`config.mk`:
```
export PLATFORM = sky130hd
export DESIGN_NAME = servo_motion_scheduler_flat
export DESIGN_NICKNAME = d
export VERILOG_FILES = /design/src/rtl/servo_motion_scheduler_if.sv /design/src/rtl/servo_motion_scheduler.sv /design/src/flat_wrapper.sv
export SDC_FILE = /design/constraint.sdc
export NUM_CORES = 1
export LEC_CHECK = 0
export ABC_CLOCK_PERIOD_IN_PS = 4800
export CAP_MARGIN = 20
export CORE_MARGIN = 2
export CORE_UTILIZATION = 57
export CTS_BUF_LIST = sky130_fd_sc_hd__clkbuf_8 sky130_fd_sc_hd__clkbuf_16
export DETAILED_ROUTE_END_ITERATION = 16
export PLACE_DENSITY = 0.76
export SYNTH_ARGS = -nofsm -noshare
export SYNTH_HDL_FRONTEND = slang
export SYNTH_SLANG_ARGS = --single-unit
```
`constraint.sdc`:
```
create_clock -name clk -period 4.8 [get_ports clk]
set_input_delay 1.44 -clock clk [delete_from_list [all_inputs] [get_ports clk]]
set_output_delay 1.44 -clock clk [all_outputs]
set_load 0.01 [all_outputs]
```
`src/rtl/servo_motion_scheduler_if.sv`:
```
// servo_motion_scheduler_if: command handshake bundle.
// master: cmd_valid/cmd_ch/cmd_pos out, cmd_ready/cmd_err in.
interface servo_motion_scheduler_if #(
  parameter int CH_W  = 2,
  parameter int POS_W = 7
);
  logic             cmd_valid;
  logic             cmd_ready;
  logic [CH_W-1:0]  cmd_ch;
  logic [POS_W-1:0] cmd_pos;
  logic             cmd_err;

  modport master (
    output cmd_valid, cmd_ch, cmd_pos,
    input  cmd_ready, cmd_err
  );

  modport slave (
    input  cmd_valid, cmd_ch, cmd_pos,
    output cmd_ready, cmd_err
  );
endinterface

```
`src/rtl/servo_motion_scheduler.sv`:
```
// servo_motion_scheduler: per-channel target store + framed ramp.
// Ports: clk, rst (sync high), cmd (slave bundle), pos_out, ch_en, busy, move_done.
module servo_motion_scheduler #(
  parameter int NUM_CH        = 4,
  parameter int POS_W         = 7,
  parameter int POS_MAX       = 100,
  parameter int POS_HOME      = 50,
  parameter int STEP_SIZE     = 5,
  parameter int UPDATE_CYCLES = 1_000_000,
  parameter int CH_W          = (NUM_CH > 1) ? $clog2(NUM_CH) : 1
) (
  input  logic                    clk,
  input  logic                    rst,
  servo_motion_scheduler_if.slave cmd,
  output logic [NUM_CH*POS_W-1:0] pos_out,
  output logic [NUM_CH-1:0]       ch_en,
  output logic                    busy,
  output logic                    move_done
);

  localparam int IDX_W = (NUM_CH > 1) ? $clog2(NUM_CH) : 1;
  localparam int CNT_W = $clog2(UPDATE_CYCLES);

  localparam logic [CNT_W-1:0] CNT_LAST = CNT_W'(UPDATE_CYCLES - 1);
  localparam logic [IDX_W-1:0] IDX_LAST = IDX_W'(NUM_CH - 1);
  localparam logic [POS_W-1:0] PMAX     = POS_W'(POS_MAX);
  localparam logic [POS_W-1:0] PHOME    = POS_W'(POS_HOME);
  localparam logic [POS_W:0]   STEP     = (POS_W+1)'(STEP_SIZE);

  localparam logic [0:0] S_IDLE  = 1'b0;
  localparam logic [0:0] S_SWEEP = 1'b1;

  logic [0:0]       state_q, state_d;
  logic [IDX_W-1:0] idx_q, idx_d;
  logic [CNT_W-1:0] cnt_q, cnt_d;
  logic [POS_W-1:0] cur_q [NUM_CH];
  logic [POS_W-1:0] cur_d [NUM_CH];
  logic [POS_W-1:0] tgt_q [NUM_CH];
  logic [POS_W-1:0] tgt_d [NUM_CH];
  logic [NUM_CH-1:0] en_q, en_d;
  logic flag_q, flag_d;
  logic err_q, err_d;
  logic done_q, done_d;

  logic             tick;
  logic             accept;
  logic             ch_ok;
  logic             flag_now;
  logic             busy_nxt;
  logic [CH_W-1:0]  ch;
  logic [POS_W-1:0] sat;

  // One bounded step toward t; the extra bit keeps differences exact.
  function automatic logic [POS_W-1:0] ramp(
    input logic [POS_W-1:0] c,
    input logic [POS_W-1:0] t
  );
    logic [POS_W:0] cw, tw, d, r;
    cw = {1'b0, c};
    tw = {1'b0, t};
    d  = '0;
    r  = cw;
    if (cw < tw) begin
      d = tw - cw;
      r = cw + ((d > STEP) ? STEP : d);
    end else if (cw > tw) begin
      d = cw - tw;
      r = cw - ((d > STEP) ? STEP : d);
    end
    return POS_W'(r);
  endfunction

  assign tick          = (cnt_q == CNT_LAST);
  assign cmd.cmd_ready = (state_q == S_IDLE) && !rst;
  assign accept        = cmd.cmd_valid && cmd.cmd_ready;
  assign ch            = cmd.cmd_ch;
  assign ch_ok         = int'(ch) < NUM_CH;
  assign sat           = (cmd.cmd_pos > PMAX) ? PMAX : cmd.cmd_pos;
  assign cmd.cmd_err   = err_q;
  assign move_done     = done_q;
  assign ch_en         = en_q;

  always_comb begin
    pos_out = '0;
    busy    = 1'b0;
    for (int k = 0; k < NUM_CH; k++) begin
      pos_out[k*POS_W +: POS_W] = cur_q[k];
      busy = busy | (en_q[k] && (cur_q[k] != tgt_q[k]));
    end
  end

  always_comb begin
    state_d  = state_q;
    idx_d    = idx_q;
    cnt_d    = tick ? '0 : cnt_q + 1'b1;
    cur_d    = cur_q;
    tgt_d    = tgt_q;
    en_d     = en_q;
    flag_d   = flag_q;
    err_d    = 1'b0;
    done_d   = 1'b0;
    flag_now = flag_q;
    busy_nxt = 1'b0;

    // Commands are only taken in IDLE, so they never race the sweep.
    if (accept) begin
      if (!ch_ok) begin
        err_d = 1'b1;
      end else begin
        for (int k = 0; k < NUM_CH; k++) begin
          if (ch == CH_W'(k)) begin
            tgt_d[k] = sat;
            if (!en_q[k]) begin
              cur_d[k] = sat;
              en_d[k]  = 1'b1;
            end
          end
        end
      end
    end

    unique case (state_q)
      S_IDLE: begin
        if (tick) begin
          state_d = S_SWEEP;
          idx_d   = '0;
        end
      end
      S_SWEEP: begin
        for (int k = 0; k < NUM_CH; k++) begin
          if (idx_q == IDX_W'(k) && en_q[k]) begin
            cur_d[k] = ramp(cur_q[k], tgt_q[k]);
          end
        end
        // busy sampled before the first channel moves.
        if (idx_q == '0) begin
          flag_now = busy;
        end
        flag_d = flag_now;
        for (int k = 0; k < NUM_CH; k++) begin
          busy_nxt = busy_nxt | (en_d[k] && (cur_d[k] != tgt_d[k]));
        end
        if (idx_q == IDX_LAST) begin
          state_d = S_IDLE;
          idx_d   = '0;
          done_d  = flag_now && !busy_nxt;
        end else begin
          idx_d = idx_q + 1'b1;
        end
      end
      default: begin
        state_d = S_IDLE;
        idx_d   = '0;
      end
    endcase
  end

  always_ff @(posedge clk) begin
    if (rst) begin
      state_q <= S_IDLE;
      idx_q   <= '0;
      cnt_q   <= '0;
      en_q    <= '0;
      flag_q  <= 1'b0;
      err_q   <= 1'b0;
      done_q  <= 1'b0;
      for (int k = 0; k < NUM_CH; k++) begin
        cur_q[k] <= PHOME;
        tgt_q[k] <= PHOME;
      end
    end else begin
      state_q <= state_d;
      idx_q   <= idx_d;
      cnt_q   <= cnt_d;
      en_q    <= en_d;
      flag_q  <= flag_d;
      err_q   <= err_d;
      done_q  <= done_d;
      cur_q   <= cur_d;
      tgt_q   <= tgt_d;
    end
  end

endmodule

```
`src/flat_wrapper.sv`:
```
// flat-port wrapper written by rule: the top's interface ports become plain ports
module servo_motion_scheduler_flat 
#(
  parameter int NUM_CH        = 4,
  parameter int POS_W         = 7,
  parameter int POS_MAX       = 100,
  parameter int POS_HOME      = 50,
  parameter int STEP_SIZE     = 5,
  parameter int UPDATE_CYCLES = 1_000_000,
  parameter int CH_W          = (NUM_CH > 1) ? $clog2(NUM_CH) : 1
)
  (clk, rst, pos_out, ch_en, busy, move_done, cmd_cmd_valid, cmd_cmd_ch, cmd_cmd_pos, cmd_cmd_ready, cmd_cmd_err);
  servo_motion_scheduler_if #(.CH_W(CH_W), .POS_W(POS_W)) cmd_i ();
  input  logic clk;
  input  logic rst;
  output logic [NUM_CH*POS_W-1:0] pos_out;
  output logic [NUM_CH-1:0] ch_en;
  output logic busy;
  output logic move_done;
  input wire logic [$bits(cmd_i.cmd_valid)-1:0] cmd_cmd_valid;
  input wire logic [$bits(cmd_i.cmd_ch)-1:0] cmd_cmd_ch;
  input wire logic [$bits(cmd_i.cmd_pos)-1:0] cmd_cmd_pos;
  output wire logic [$bits(cmd_i.cmd_ready)-1:0] cmd_cmd_ready;
  output wire logic [$bits(cmd_i.cmd_err)-1:0] cmd_cmd_err;
  assign cmd_i.cmd_valid = cmd_cmd_valid;
  assign cmd_i.cmd_ch = cmd_cmd_ch;
  assign cmd_i.cmd_pos = cmd_cmd_pos;
  assign cmd_cmd_ready = cmd_i.cmd_ready;
  assign cmd_cmd_err = cmd_i.cmd_err;
  servo_motion_scheduler #(.NUM_CH(NUM_CH), .POS_W(POS_W), .POS_MAX(POS_MAX), .POS_HOME(POS_HOME), .STEP_SIZE(STEP_SIZE), .UPDATE_CYCLES(UPDATE_CYCLES), .CH_W(CH_W)) u_core (.clk(clk), .rst(rst), .cmd(cmd_i), .pos_out(pos_out), .ch_en(ch_en), .busy(busy), .move_done(move_done));
endmodule
```
==> results by group <==
Critical path
  – R2R setup slack: 160 ps
  – CP required: 5040 ps
  – Crit. End Element: flip-flop
  – RR Startpoint: u_core.pos_out[7]$_SDFF_PP0_
  – Worst Reg2Reg Path Length in Cells: 19
  – Worst-path fanout max: 8
  – Reg-to-reg endpoint: u_core.move_done$_SDFF_PP0_
  – Startpoint types: flip-flop
  – Crit path DAT: 4870 ps
  – Critical path class: flip-flop to flip-flop

Detailed routing
  – Drt via density: 6.206
  – DR WL/cell: 17.90 um
  – Iter 0 DRT Violations: 1058
  – Initial DRT Pass Iterations: 5
  – Post-route antenna net violation count: 0
  – # DRC: 0
  – Vias: 10680
  – WL final: 30.80 mm

CTS
  – Longest Clk Path Bufs: 2
  – CTS sink cnt: 85
  – Htree depth: 3
  – Root Buffer: clkbuf_16
  – Clk Latency, worst-skew pair: 350 ps
  – CTS tree: yes
  – Hold-fix buffers, CTS: 0
  – Clk slew on worst S/H paths: 60 ps
  – CTS buffer count: 9

Power
  – Power Density: 225.8 nW/um^2
  – Clock share of power: 24.5%
  – Net Sw Frac: 38.97%
  – Peak supply drop: 0.0002226 V
  – Cell Int Power: 1654 uW
  – Comb pwr share: 48.2%
  – Leakage: 0.005090 uW
  – Flop pwr share: 27.2%
  – Sw power: 1056 uW

Die
  – Die W: 138.3 um
  – Num ports: 48
  – Die Y: 138.3 um
  – Total core area: 17840 um^2
  – FP Rows: 49
  – Die area: 19130 um^2
  – Initial Util: 57.65%

Place
  – HPWL Detailed: 23.72 mm
  – GP Congestion: 0.9397
  – Placed Instances: 1700
  – Placement Cell Area: 11480 um^2
  – IO Port Bufs: 46

Logic synthesis
  – Sequential element share of the synthesized area: 16.55%
  – FFs w/ async S/R, synth: 0%
  – Cells after Synth: 1378
  – Post-Syn Area: 10280 um^2
  – Post-synth EDFFs: 0
  – Synth warn: 0
  – Yosys reg bits: 85
  – Syn_area_per_cell: 7.464 um^2
  – Ys flop type: dfxtp_1
  – Yosys top cell area share: 16.55%
  – Ranking of synthesized cells by area: dfxtp_1 (17%), ha_1 (12%), nor2_1 (5.9%)
  – Netlist cell types: 103
  – Synth area leader: dfxtp_1

Global route
  – Global-route congestion overflow total: 0
  – Pin count of the biggest net entering global routing: 28
  – Antenna violations before repair: 0
  – Vias in the first global route: 9773
  – First-pass GRT wire length: 49.24 mm
  – GRT Util Overall: 30.80%

Timing
  – Clk_skew: 8.579 ps
  – Max Slew Vio Count: 0
  – Final setup fails: 0
  – F_max: 215.6 MHz
  – Fin crit share: 96.61%
  – Unrepaired setup endpoints after global routing: yes
  – Min Clock Period, post-route: 4637 ps
  – Slew of the pin with the lowest slew margin: 710.6 ps
  – Slew headroom: 52.00%
  – Final hold viol count: 0
  – Setup TNS Final: 0 ps

Hold path
  – Worst hold path stage count: 1
  – Hold Crit Start: u_core.cnt_q[0]$_SDFF_PP0_
  – Hold/Removal Path Class: flip-flop to flip-flop
  – End of the worst hold path: u_core.cnt_q[0]$_SDFF_PP0_

Job
  – Max Cap Violations: 0

Run status
  – Status: finished clean

Final layout
  – Area of the multi-input gates: 8277 um^2
  – Area grow syn2layout: 16.73%
  – Filler cell count: 1566
  – Storage cell area: 1705 um^2
  – ANT cells: 0
  – Non-Filler Instances: 1721
  – Fin area: 12010 um^2
  – Share of cells above drive strength 1: 12.60%
  – Post-layout nets: 1616
[power by group through the flow]
stage	sequential [uW]	combinational (uW)	clock, uW
finish	738	1310	665
global route	739	1420	696
CTS	737	1220	669
detailed placement	752	1200	0
global placement	752	1190	0
floorplan	757	878	0
[flip-flops by register name, indices dropped and copies added, names as in the netlist]
| signal | flops |
|---|---|
| u_core.pos_out | 28 |
| u_core.tgt_q | 28 |
| u_core.cnt_q | 20 |
| u_core.ch_en | 4 |
| u_core.idx_q | 2 |
| u_core.flag_q | 1 |
| u_core.move_done | 1 |
| u_core.state_q | 1 |
[cells by family after synthesis]
kind of cell | after synthesis | share of synthesized area, %
adder cells (fa/ha/maj) | 117 | 15.40
XOR/XNOR | 83 | 7.068
buffers and inverters | 151 | 5.912
AND/OR/NAND/NOR | 508 | 24.44
multiplexers | 39 | 3.954
flip-flops | 85 | 16.54
other | 2 | 0.07302
AO/OA/AOI/OAI | 393 | 26.61
[per-stage QoR]
stage          total power, uW  hold WS (ps)  worst slack [ps]  util, %
2_1_floorplan             1635         426.0             4.036        -
3_3_place_gp              1937         439.8             39.65    64.33
3_5_place_dp              1957         448.9            -78.14    64.33
4_1_cts                   2624         462.8            -8.650    65.99
5_1_grt                   2856         507.6            -103.5    67.29
6_report                  2710         461.9             162.7    67.29
[Yosys cell counts, drive strengths merged, types with 18 or more instances]
cell / number
nor3: 31
xnor2: 42
a21oi: 109
nor2b: 21
clkbuf: 34
nor2: 161
nand4: 19
buf: 24
a211oi: 24
o21a: 18
o21ai: 77
mux2i: 29
dfxtp: 85
ha: 101
xor2: 41
nand2: 126
inv: 92
nand3: 28
nand2b: 22
o211ai: 25
[cell usage in the layout, fill, tap and decap left out, types with 22 or more instances in the layout]
cell type / n
buf_4: 87
clkdlybuf4s50_1: 45
conb_1: 25
nand2b_1: 22
a21oi_1: 106
mux2i_1: 29
a211oi_1: 22
nand2_1: 125
nor3_1: 28
dfxtp_1: 82
ha_1: 95
o211ai_1: 24
nand3_1: 28
xnor2_1: 42
o21ai_0: 58
nor2_1: 159
xor2_1: 39
inv_1: 91
[worst max-delay path, stage by stage (launching register included)]
cell and delay (ps):
dfxtp_1 310, buf_4 160, ha_1 220, fa_1 430, xor2_2 210, o22ai_1 100, nor4_1 290, o221ai_1 220
nor2_2 230, nand2_1 90, ha_1 350, a21oi_1 260, nand2_1 110, or3_1 350, a41oi_2 200, xnor2_1 80
o311a_1 400, xor2_2 200, a31oi_2 230, nor3b_2 70
[how the worst max path moves through the flow]
stage	start	end	slack, ps	depth (start not counted)
2_1_floorplan	u_core.pos_out[21]$_SDFF_PP0_	u_core.move_done$_SDFF_PP0_	4	21
3_3_place_gp	u_core.pos_out[7]$_SDFF_PP0_	u_core.move_done$_SDFF_PP0_	40	23
3_5_place_dp	u_core.tgt_q[14]$_SDFF_PP0_	u_core.move_done$_SDFF_PP0_	-80	22
4_1_cts	u_core.tgt_q[14]$_SDFF_PP0_	u_core.move_done$_SDFF_PP0_	-9	22
5_1_grt	u_core.pos_out[7]$_SDFF_PP0_	u_core.move_done$_SDFF_PP0_	-100	19
6_report	u_core.pos_out[7]$_SDFF_PP0_	u_core.move_done$_SDFF_PP0_	160	19
[per-layer routing]
metal,wire length [um],track usage [%]
met1,13430,42.24
met2,14500,51.43
met3,2122,3.325
met4,745,8.915
met5,0,0
[layout make-up]
class | count | area share [%]
multi-input combinational | 1165 | 68.94
sequential | 85 | 14.21
timing repair buffer | 133 | 9.234
inverter | 93 | 2.908
tap | 229 | 2.387
clock buffer | 11 | 2.105
clock inverter | 5 | 0.2189
[timing repair]
item,4_1_cts,5_1_grt
pin swaps,1,16
buffers inserted,0,5
setup endpoints to repair,2,2
resized for setup,3,50
No activity file was read; power rests on OpenSTA's default activity.
